<file path="src/rtl/mem_port_arbiter_if.sv">
// Bundle of requester-side and backend-side signals for the memory port arbiter.
// The master modport is the arbiter's view. The slave modport is the view of the
// environment, which is the requesters plus the backend.
interface mem_port_arbiter_if;
  logic        i_req;
  logic [31:0] i_addr;
  logic [31:0] i_rdata;
  logic        i_ready;

  logic        d_req;
  logic        d_we;
  logic [31:0] d_addr;
  logic [31:0] d_wdata;
  logic [31:0] d_rdata;
  logic        d_ready;

  logic        m_req;
  logic        m_we;
  logic [31:0] m_addr;
  logic [31:0] m_wdata;
  logic [31:0] m_rdata;
  logic        m_ack;

  logic        busy;

  modport master (
    input  i_req, i_addr, d_req, d_we, d_addr, d_wdata, m_rdata, m_ack,
    output i_rdata, i_ready, d_rdata, d_ready, m_req, m_we, m_addr, m_wdata, busy
  );

  modport slave (
    output i_req, i_addr, d_req, d_we, d_addr, d_wdata, m_rdata, m_ack,
    input  i_rdata, i_ready, d_rdata, d_ready, m_req, m_we, m_addr, m_wdata, busy
  );
endinterface

</file>
<file path="src/rtl/mem_port_arbiter.sv">
// Two-requester memory port arbiter. An instruction-fetch port and a data port
// share one backend. Data has priority, but only for a bounded streak while a
// fetch is waiting. Every output is a register. The backend sees at most one
// transaction at a time.
module mem_port_arbiter #(
  parameter int unsigned MAX_D_STREAK = 4
) (
  input logic                 clk,
  input logic                 rst,
  mem_port_arbiter_if.master  bus
);

  localparam logic [1:0] IDLE    = 2'd0;
  localparam logic [1:0] SERVE_I = 2'd1;
  localparam logic [1:0] SERVE_D = 2'd2;
  localparam logic [1:0] DONE    = 2'd3;

  localparam logic [2:0] STREAK_MAX = 3'(MAX_D_STREAK);

  logic [1:0] state;
  logic [2:0] streak;
  logic       grant_data;

  // Data wins unless a fetch is waiting and data has used up its streak
  always_comb begin
    grant_data = bus.d_req && (!bus.i_req || (streak < STREAK_MAX));
  end

  // Arbitration FSM with registered backend request, completion pulses and read data
  always_ff @(posedge clk or negedge rst) begin
    if (!rst) begin
      state       <= IDLE;
      streak      <= 3'd0;
      bus.m_req   <= 1'b0;
      bus.m_we    <= 1'b0;
      bus.m_addr  <= 32'd0;
      bus.m_wdata <= 32'd0;
      bus.i_rdata <= 32'd0;
      bus.d_rdata <= 32'd0;
      bus.i_ready <= 1'b0;
      bus.d_ready <= 1'b0;
      bus.busy    <= 1'b0;
    end else begin
      case (state)
        IDLE: begin
          if (grant_data) begin
            state       <= SERVE_D;
            bus.m_req   <= 1'b1;
            bus.m_we    <= bus.d_we;
            bus.m_addr  <= bus.d_addr;
            bus.m_wdata <= bus.d_wdata;
            bus.busy    <= 1'b1;
            streak      <= bus.i_req ? streak + 3'd1 : 3'd0;
          end else if (bus.i_req) begin
            state      <= SERVE_I;
            bus.m_req  <= 1'b1;
            bus.m_we   <= 1'b0;
            bus.m_addr <= bus.i_addr;
            bus.busy   <= 1'b1;
            streak     <= 3'd0;
          end
        end
        SERVE_I: begin
          if (bus.m_ack) begin
            state       <= DONE;
            bus.m_req   <= 1'b0;
            bus.i_rdata <= bus.m_rdata;
            bus.i_ready <= 1'b1;
          end
        end
        SERVE_D: begin
          if (bus.m_ack) begin
            state       <= DONE;
            bus.m_req   <= 1'b0;
            bus.d_ready <= 1'b1;
            if (!bus.m_we) begin
              bus.d_rdata <= bus.m_rdata;
            end
          end
        end
        DONE: begin
          state       <= IDLE;
          bus.i_ready <= 1'b0;
          bus.d_ready <= 1'b0;
          bus.busy    <= 1'b0;
        end
        default: begin
          state <= IDLE;
        end
      endcase
    end
  end

endmodule

</file>
<file path="src/flat_wrapper.sv">
// flat-port wrapper written by rule: the top's interface ports become plain ports
module mem_port_arbiter_flat 
#(
  parameter int unsigned MAX_D_STREAK = 4
)
  (clk, rst, bus_i_req, bus_i_addr, bus_d_req, bus_d_we, bus_d_addr, bus_d_wdata, bus_m_rdata, bus_m_ack, bus_i_rdata, bus_i_ready, bus_d_rdata, bus_d_ready, bus_m_req, bus_m_we, bus_m_addr, bus_m_wdata, bus_busy);
  mem_port_arbiter_if bus_i ();
  input logic clk;
  input logic rst;
  input wire logic [$bits(bus_i.i_req)-1:0] bus_i_req;
  input wire logic [$bits(bus_i.i_addr)-1:0] bus_i_addr;
  input wire logic [$bits(bus_i.d_req)-1:0] bus_d_req;
  input wire logic [$bits(bus_i.d_we)-1:0] bus_d_we;
  input wire logic [$bits(bus_i.d_addr)-1:0] bus_d_addr;
  input wire logic [$bits(bus_i.d_wdata)-1:0] bus_d_wdata;
  input wire logic [$bits(bus_i.m_rdata)-1:0] bus_m_rdata;
  input wire logic [$bits(bus_i.m_ack)-1:0] bus_m_ack;
  output wire logic [$bits(bus_i.i_rdata)-1:0] bus_i_rdata;
  output wire logic [$bits(bus_i.i_ready)-1:0] bus_i_ready;
  output wire logic [$bits(bus_i.d_rdata)-1:0] bus_d_rdata;
  output wire logic [$bits(bus_i.d_ready)-1:0] bus_d_ready;
  output wire logic [$bits(bus_i.m_req)-1:0] bus_m_req;
  output wire logic [$bits(bus_i.m_we)-1:0] bus_m_we;
  output wire logic [$bits(bus_i.m_addr)-1:0] bus_m_addr;
  output wire logic [$bits(bus_i.m_wdata)-1:0] bus_m_wdata;
  output wire logic [$bits(bus_i.busy)-1:0] bus_busy;
  assign bus_i.i_req = bus_i_req;
  assign bus_i.i_addr = bus_i_addr;
  assign bus_i.d_req = bus_d_req;
  assign bus_i.d_we = bus_d_we;
  assign bus_i.d_addr = bus_d_addr;
  assign bus_i.d_wdata = bus_d_wdata;
  assign bus_i.m_rdata = bus_m_rdata;
  assign bus_i.m_ack = bus_m_ack;
  assign bus_i_rdata = bus_i.i_rdata;
  assign bus_i_ready = bus_i.i_ready;
  assign bus_d_rdata = bus_i.d_rdata;
  assign bus_d_ready = bus_i.d_ready;
  assign bus_m_req = bus_i.m_req;
  assign bus_m_we = bus_i.m_we;
  assign bus_m_addr = bus_i.m_addr;
  assign bus_m_wdata = bus_i.m_wdata;
  assign bus_busy = bus_i.busy;
  mem_port_arbiter #(.MAX_D_STREAK(MAX_D_STREAK)) u_core (.clk(clk), .rst(rst), .bus(bus_i));
endmodule
</file>
<file path="config.mk">
export PLATFORM = sky130hd
export DESIGN_NAME = mem_port_arbiter_flat
export DESIGN_NICKNAME = d
export VERILOG_FILES = /design/src/rtl/mem_port_arbiter_if.sv /design/src/rtl/mem_port_arbiter.sv /design/src/flat_wrapper.sv
export SDC_FILE = /design/constraint.sdc
export NUM_CORES = 1
export LEC_CHECK = 0
export BUFFER_PORTS_ARGS = -buffer_cell sky130_fd_sc_hd__buf_2
export CAP_MARGIN = 10
export CORE_ASPECT_RATIO = 0.9
export CORE_MARGIN = 1.5
export CORE_UTILIZATION = 47
export CTS_CLUSTER_DIAMETER = 50
export DETAILED_ROUTE_END_ITERATION = 8
export GPL_TIMING_DRIVEN = 0
export PLACE_DENSITY = 0.9
export SLEW_MARGIN = 20
export SYNTH_ARGS = -nofsm -noshare
export SYNTH_HDL_FRONTEND = slang
export SYNTH_SLANG_ARGS = --single-unit
</file>
<file path="constraint.sdc">
create_clock -name clk -period 2.35 [get_ports clk]
set_input_delay 0.47 -clock clk [delete_from_list [all_inputs] [get_ports clk]]
set_output_delay 0.47 -clock clk [all_outputs]
set_load 0.01 [all_outputs]
</file>
After elaboration in Yosys (flattened, before gate mapping):

Index checks and enable logic that the tools add are counted.

* register bits after elaboration: 138
* input bits: 134

* bitwise gates (word level): 1
* reductions and logical operators: 19
* equality and inequality tests: 7
* muxes and demuxes: 19
* $add $sub $neg: 1
* order comparisons: 1

Operators with widths (number)
* 2-to-1 mux 32 bit: 2
* AND reduction 2 bit: 7
* nonzero test 2 bit: 5
* 2-to-1 mux 3 bit: 3
* case mux 1 bit (2 select lines): 4
* 2-to-1 mux 1 bit: 6
* 2-to-1 mux 2 bit: 3
* case mux 2 bit (3 select lines): 1
* AND reduction 3 bit: 2
* == test 2 bit (second input constant): 2
* != test 2 bit (second input constant): 2
* adder 3 x 1 -> 3 bit (second input constant): 1
* < comparator 3 bit (second input constant): 1
* != test 3 x 2 -> 1 bit (second input constant): 1
* == test 2 x 1 -> 1 bit (second input constant): 1
* zero test 2 bit: 1
* != test 2 x 1 -> 1 bit (second input constant): 1
* OR reduction 2 bit: 1
* logical AND 1 bit: 1
* zero test 1 bit: 1
* logical OR 1 bit: 1
* NOT 1 bit: 1

Depth between registers and ports, before layout:

Gate-level depths: netlist (run 1).

* depth after elaboration: 5
* gate-level depth with buffers: 6
* depth with buffers taken out: 5

Worst setup path after synthesis (run 1):

No wires, ideal clock.

* kind: reg-to-reg
* from: reg u_core.state[0]
* to: reg u_core.bus.m_wdata[0]
* setup time: 0.125 ns
* data required time: 2.225 ns
* arrival: 1.556 ns
* buffers on the path: 1
* cell stages (with the launch flop): 7
* setup slack: 0.669 ns
* cells stage by stage: dfrtp_1 > inv_1 > ha_1 > nand2_2 > a21oi_4 > buf_12 > mux2_4

* longest elaborated chain between the ends: 2

Ends and longest elaborated chain
* start: declaration: line mem_port_arbiter.sv:20 `logic [1:0] state;`
* start signal: assignment: line mem_port_arbiter.sv:32 `state <= IDLE;`
* start signal: assignment: line mem_port_arbiter.sv:47 `state <= SERVE_D;`
* start signal: assignment: line mem_port_arbiter.sv:55 `state <= SERVE_I;`
* zero test 2 bit: line mem_port_arbiter.sv:44 `case (state)`
* AND reduction 2 bit (no line)
* end signal: assignment: line mem_port_arbiter.sv:51 `bus.m_wdata <= bus.d_wdata;`
* end: declaration: line mem_port_arbiter_if.sv:28 `output i_rdata, i_ready, d_rdata, d_ready, m_req, m_we, m_addr, m_wdata, busy`

Every way passes these cells.
A chain may end at the register's enable or synchronous reset.

Worst setup path after layout (run 1):

* from: reg u_core.state[0]
* to: reg u_core.bus.m_wdata[9]

The elaborated chain is that of the path after synthesis.

==> flow_metrics.tcl, run 1 <==
set metrics [dict create \
    status "completed" \
    placed_cells 849 \
    wl_microns 15100 \
    path_max_fanout 10 \
    synth_top_area_share 0.610 \
    reg2reg_to "u_core.bus.m_wdata[9]$_DFFE_PN0P_" \
    num_rows 37 \
    slew_viol_final 0 \
    cts_setup_buffers 0 \
    via_count 4542 \
    post-route-util 0.680 \
    cts_sinks 138 \
    post-route-period-util 0.818 \
    r2r_cells 6 \
    fin_cells 882 \
    routedWlPerCell_microns 17.1 \
    hold_violations 0 \
    n_fill_cell 833 \
    synth_top_family_by_area "multiplexers" \
    gp_congestion 0.855 \
    die_area_sq_um 12700 \
    final_nets 853 \
    min_path_type "input port to register" \
    area_growth_syn_to_layout_pct 39.0 \
    hpwl_microns 11000 \
    synthAdderAreaFrac 0.0133 \
    grt_pass1_wl_microns 23700 \
    max_freq_ghz 0.520 \
    synth_most_common_cell "dfrtp_1" \
    synthSimpleGateAreaFrac 0.0532 \
    syn_area_sq_um 5660 \
    critPathCaptureType "register" \
    power_leakage_nw 3.95 \
    grt_pass1_vias 4776 \
    grt_max_degree 98 \
    min_path_cells 2 \
    tightest_slew_ns 0.646 \
    pre_cts_slack_ns 0.429 \
    synth_compound_area_frac 0.0846 \
    cts_made_buffers 17 \
    cts_max_level 4 \
    ys_types 31 \
    synth_top_cell_by_area "dfrtp_1" \
    clkTransAtPathRegs_ns 0.06 \
    drive_gt1_frac 0.581 \
    start_kind "register" \
    synth_xor_area_frac 0 \
    min_from "bus_d_wdata[0]" \
    synth-main-ff-cell "dfrtp_1" \
    core_area_sq_um 11600 \
    finalClockSkew_ns 0.00815 \
    cts_root_buf "clkbuf_16" \
    fin_ws_ns 0.427 \
    async_reset_ff_frac 1.00 \
    die_h_microns 107 \
    drc 0 \
    ys_warn_count 0 \
    synth_edf_count 0 \
    antenna_found_initial 0 \
    diodes 0 \
    ys_top_cells_by_count "dfrtp_1 (138), mux2_2 (70), a21oi_1 (67), nand2_1 (39), nor2_1 (34)" \
    holdWs_ns 0.288 \
    post-route-min-period_ns 1.92 \
    max_cap_violations 0 \
    multiInputGateArea_sq_um 2030 \
    cp.arrival_ns 2.21 \
    via_per_inst 5.15 \
    drt_pass1_iterations 4 \
    muxShareOfSynthArea 0.208 \
    fin_tns_setup_ns 0 \
    drt-initial-drc-count 214 \
    r2r_slack_ns 0.43 \
    num_io_pins 267 \
    cts_tree "done" \
    clockBufferDepth 2 \
    p_per_area_nw_per_um2 1490 \
    synth-seq-cells 138 \
    slew_headroom 0.569 \
    gr-total-overflow 0 \
    start_util 0.489 \
    ant_nets 0 \
    peakVddDrop_mv 0.807 \
    reg2reg_from "u_core.state[0]$_DFFE_PN0P_" \
    synth.net_count 568 \
    setup_viol 0 \
    seq_area_sq_um 3450 \
    whs_endpoint "u_core.bus.m_wdata[0]$_DFFE_PN0P_" \
    grt.total_usage 0.241 \
    path_class "register to register" \
    yosys-top-cells-area "dfrtp_1 (61%), mux2_2 (14%), mux2_4 (6.9%), a21oi_1 (5.9%), nand2_1 (2.6%)" \
    synthCells 428 \
    rsz0062_at_grt "no" \
    synth.yosys.seq_area_share 0.610 \
    insertion_delay_ns 0.41 \
    post_synth.cell_area_avg_sq_um 13.2 \
    cp.required_ns 2.64 \
    place.port_buffers 264 \
    fp.dieW_microns 119 \
]
## sequential cells by signal, indices dropped and copies added (netlist names)
name and cells:
u_core.bus.i_ready 1, u_core.bus.d_rdata 32, u_core.bus.d_ready 1, u_core.bus.m_req 1
u_core.streak 3, u_core.bus.busy 1, u_core.state 2, u_core.bus.i_rdata 32
u_core.bus.m_addr 32, u_core.bus.m_wdata 32, u_core.bus.m_we 1
## where the power goes
part	leakage (nW)	internal, mW	switching (mW)	total (mW)
Combinational	2.02	2.31	2.30	4.60
Clock	0.313	1.89	0.979	2.87
Sequential	1.62	3.60	0.672	4.27
Total	3.95	7.80	3.95	11.7
## stage by stage
stage,area [sq um],total power [mW]
after CTS,7870,11.8
after detailed placement,7220,8.89
after floorplan,5660,6.93
after global placement,7180,8.57
after global routing,7870,12.4
final,7870,11.7
## cell families after synthesis
kind of cell / after synthesis
AO/OA/AOI/OAI: 83
AND/OR/NAND/NOR: 77
buffers and inverters: 28
adder cells (fa/ha/maj): 6
flip-flops: 138
multiplexers: 96
## worst max-delay path, cell delays in order (launching register included)
cell and delay, ns:
dfrtp_1 0.43, inv_1 0.13, ha_1 0.25, nand2_2 0.09, a21oi_4 0.36, buf_8 0.22
mux2_4 0.31
## layout by cell type, fill, tap and decap left out, drive strengths merged, types with 3 or more instances in the layout
cell type and count:
ha 6, nand2 40, clkinv 3, buf 289, bufinv 4, mux2 96
clkbuf 22, nor2 34, dfrtp 138, a21oi 68, inv 5
## final cells by class
cell class | count | area share
tap | 156 | 0.0248
sequential | 138 | 0.439
buffer | 24 | 0.0203
multi-input combinational | 262 | 0.258
timing repair buffer | 266 | 0.174
clock buffer | 22 | 0.0615
clock inverter | 10 | 0.0207
inverter | 4 | 0.00191
## routing by layer
metal / wire length (microns) / part of all wire / track usage
met5: 0 / 0 / 0
met4: 419 / 0.028 / 0.127
met3: 787 / 0.052 / 0.0537
met2: 8140 / 0.54 / 0.433
met1: 5760 / 0.38 / 0.269
## how the worst max path moves through the flow
stage,to,slack [ns],cells past startpoint,startpoint
CTS,u_core.bus.m_wdata[9]$_DFFE_PN0P_,0.41,6,u_core.state[0]$_DFFE_PN0P_
floorplan,u_core.bus.m_wdata[0]$_DFFE_PN0P_,0.67,6,u_core.state[0]$_DFFE_PN0P_
global placement,u_core.bus.m_wdata[26]$_DFFE_PN0P_,-0.86,1,rst
global route,u_core.bus.m_wdata[9]$_DFFE_PN0P_,0.32,6,u_core.state[1]$_DFFE_PN0P_
detailed placement,u_core.bus.m_wdata[9]$_DFFE_PN0P_,0.43,6,u_core.state[0]$_DFFE_PN0P_
finish,u_core.bus.m_wdata[9]$_DFFE_PN0P_,0.43,6,u_core.state[0]$_DFFE_PN0P_
## timing repair
action | in CTS | in global routing
hold buffers | 1 | 0
endpoints found under the hold margin | 41 | 0
gates resized for setup | 0 | 0
No activity file was read; power rests on OpenSTA's default activity.
==> run 2: changes to the inputs <==
==> constraint.sdc (replaced) <==
create_clock -name clk -period 2 [get_ports clk]
set_input_delay 0.4 -clock clk [delete_from_list [all_inputs] [get_ports clk]]
set_output_delay 0.4 -clock clk [all_outputs]
set_load 0.01 [all_outputs]
==> run 2 against run 1 <==
- utilization rose by 0.30 points
- largest power group unchanged
- die area did not move
- via count rose by 0.22%
- worst hold slack got worse by 0.071 ns
- first-iteration DRC count fell by 4.2%
- largest cell class unchanged
- critical path depth fell by 1
- cell count rose by 0.34%
- sequential share of layout area fell by 0.19 points
- global-route usage did not move
- clock power rose by 17%
- non-clock buffer count rose by 3
==> flow_metrics.tcl, run 2 (synthesis gave the netlist of run 1 again) <==
set metrics [dict create \
    cts_max_level 4 \
    start_kind "register" \
    n_fill_cell 832 \
    pwr-share-clk 0.244 \
    rsz0062_at_grt "no" \
    finalClockSkew_ns 0.00678 \
    seq_power_share 0.363 \
    clockBufferDepth 2 \
    grt_max_degree 98 \
    wl_microns 15100 \
    crit_slowest_cell "nor3b_1" \
    power.total_mw 13.8 \
    cp.arrival_ns 2.11 \
    gr-total-overflow 0 \
    cp_num_buf_inv 1 \
    final_common_cell "buf_2" \
    gp_congestion 0.855 \
    clkTransAtPathRegs_ns 0.06 \
    cp.required_ns 2.29 \
    p_per_area_nw_per_um2 1750 \
    grt_util_met2 0.433 \
    slew_viol_final 0 \
    cellInternalPower_mw 9.20 \
    via_count 4552 \
    num_io_pins 267 \
    antenna_found_initial 0 \
    hpwl_microns 11000 \
    insertion_delay_ns 0.41 \
    fp.dieW_microns 119 \
    cts_root_buf "clkbuf_16" \
    drt-initial-drc-count 205 \
    drt_pass1_iterations 4 \
    via_per_inst 5.14 \
    routedWlPerCell_microns 17.1 \
    cts_sinks 138 \
    start_util 0.489 \
    grt.total_usage 0.241 \
    num_rows 37 \
    p_comb_frac 0.394 \
    tightest_slew_ns 0.662 \
    setup_viol 0 \
    switching_share 0.336 \
    power_leakage_nw 3.97 \
    post-route-period-util 0.913 \
    cts_made_buffers 17 \
    hold_violations 0 \
    grt.busiest_layer "met2" \
    place.port_buffers 264 \
    grt_pass1_wl_microns 23700 \
    max_freq_ghz 0.547 \
    critical-path-top-delay-family "simple AND/OR/NAND/NOR gates" \
    slowest_delay_ns 0.58 \
    path_max_fanout 5 \
    grt_pass1_vias 4776 \
    grt_util_met1 0.269 \
    die_h_microns 107 \
    path_class "register to register" \
    post-route-util 0.683 \
    layout_common_cells "buf_2 (281), dfrtp_1 (138), mux2_2 (70), a21oi_1 (67), nand2_1 (39)" \
    diodes 0 \
    crit_path_cell_trace "inv_1 > ha_1 > nor3b_1 > a21oi_1 > a2bb2oi_1" \
    drc 0 \
    drive_gt1_frac 0.583 \
    area_growth_syn_to_layout_pct 39.7 \
    die_area_sq_um 12700 \
    max_cap_violations 0 \
    critPathCaptureType "register" \
    final_nets 856 \
    post-route-min-period_ns 1.83 \
    power_switching_mw 4.65 \
    gr-usage-met3 0.0537 \
    core_area_sq_um 11600 \
    peakVddDrop_mv 0.951 \
    ant_nets 0 \
    cts_tree "done" \
    slew_headroom 0.558 \
    min_path_type "input port to register" \
    status "completed" \
]
[run 2: cell types whose count changed in the layout (fill, tap and decap cells not counted), sizes merged]
cell  delta
buf      +3
[run 2: repair_timing]
| action | in CTS | in global routing |
|---|---|---|
| setup buffers | 0 | 3 |
| gates resized for setup | 0 | 0 |
| hold buffers | 1 | 0 |
| endpoints found under the hold margin | 41 | 0 |
| setup endpoints to repair | 0 | 18 |
[run 2: cell type report]
cell class / count / area [sq um] / area share
clock buffers: 22 / 484 / 0.0612
well taps: 156 / 195 / 0.0247
flip-flops and latches: 138 / 3450 / 0.437
plain buffers: 24 / 160 / 0.0202
repair buffers: 269 / 1400 / 0.178
multi-input cells: 262 / 2030 / 0.257
clock inverters: 10 / 163 / 0.0206
inverters: 4 / 15.0 / 0.00190
[run 2: worst register-to-register path: cells and delay by family (launching register included)]
family / cells / cell delay [ns]
DFF: 1 / 0.43
adders and majority gates: 1 / 0.25
and+or+nand+nor: 1 / 0.59
AOI/OAI and AO/OA: 2 / 0.30
buffers and inverters: 1 / 0.13
[run 2: final timing paths]
check / start / endpoint / slack (ns) / depth (start not counted)
worst max-delay path: u_core.state[0]$_DFFE_PN0P_ / u_core.state[0]$_DFFE_PN0P_ / 0.17 / 5
worst min-delay path: bus_d_wdata[0] / u_core.bus.m_wdata[0]$_DFFE_PN0P_ / 0.22 / 2
worst max register to register: u_core.state[0]$_DFFE_PN0P_ / u_core.state[0]$_DFFE_PN0P_ / 0.17 / 5
worst min register to register: u_core.bus.i_rdata[27]$_DFFE_PN0P_ / u_core.bus.i_rdata[27]$_DFFE_PN0P_ / 0.50 / 1
max in group asynchronous: rst / u_core.streak[2]$_DFFE_PN0P_ / 0.75 / 3
min in group asynchronous: rst / u_core.bus.i_rdata[28]$_DFFE_PN0P_ / 0.46 / 2
[run 2: power groups by stage]
| stage | sequential [mW] | clock (mW) | combinational [mW] |
|---|---|---|---|
| after floorplan | 5.61 | 0 | 2.53 |
| after global placement | 4.88 | 0 | 5.19 |
| after detailed placement | 5.02 | 0 | 5.43 |
| after CTS | 5.01 | 3.43 | 5.47 |
| after global routing | 5.16 | 3.55 | 5.89 |
| final | 5.02 | 3.37 | 5.45 |
[run 2: through the flow]
stage	setup TNS, ns	cell area, sq um	instances	worst slack (ns)	hold WS (ns)
after CTS	0	7870	882	0.0608	0.199
after global routing	0	7910	885	0.0199	0.207
final	0	7910	885	0.173	0.217
after global placement	-155.35	7180	848	-1.14	0.482
after detailed placement	0	7220	849	0.0786	0.310
after floorplan	0	5660	428	0.319	0.104
[run 2: layer usage]
metal  share of wire  vias to the layer above  wire (microns)
li1                -                     2059               -
met1            0.38                     2235            5770
met2            0.53                      219            8040
met3           0.054                       39             822
met4           0.030                        0             459
met5               0                        -               0
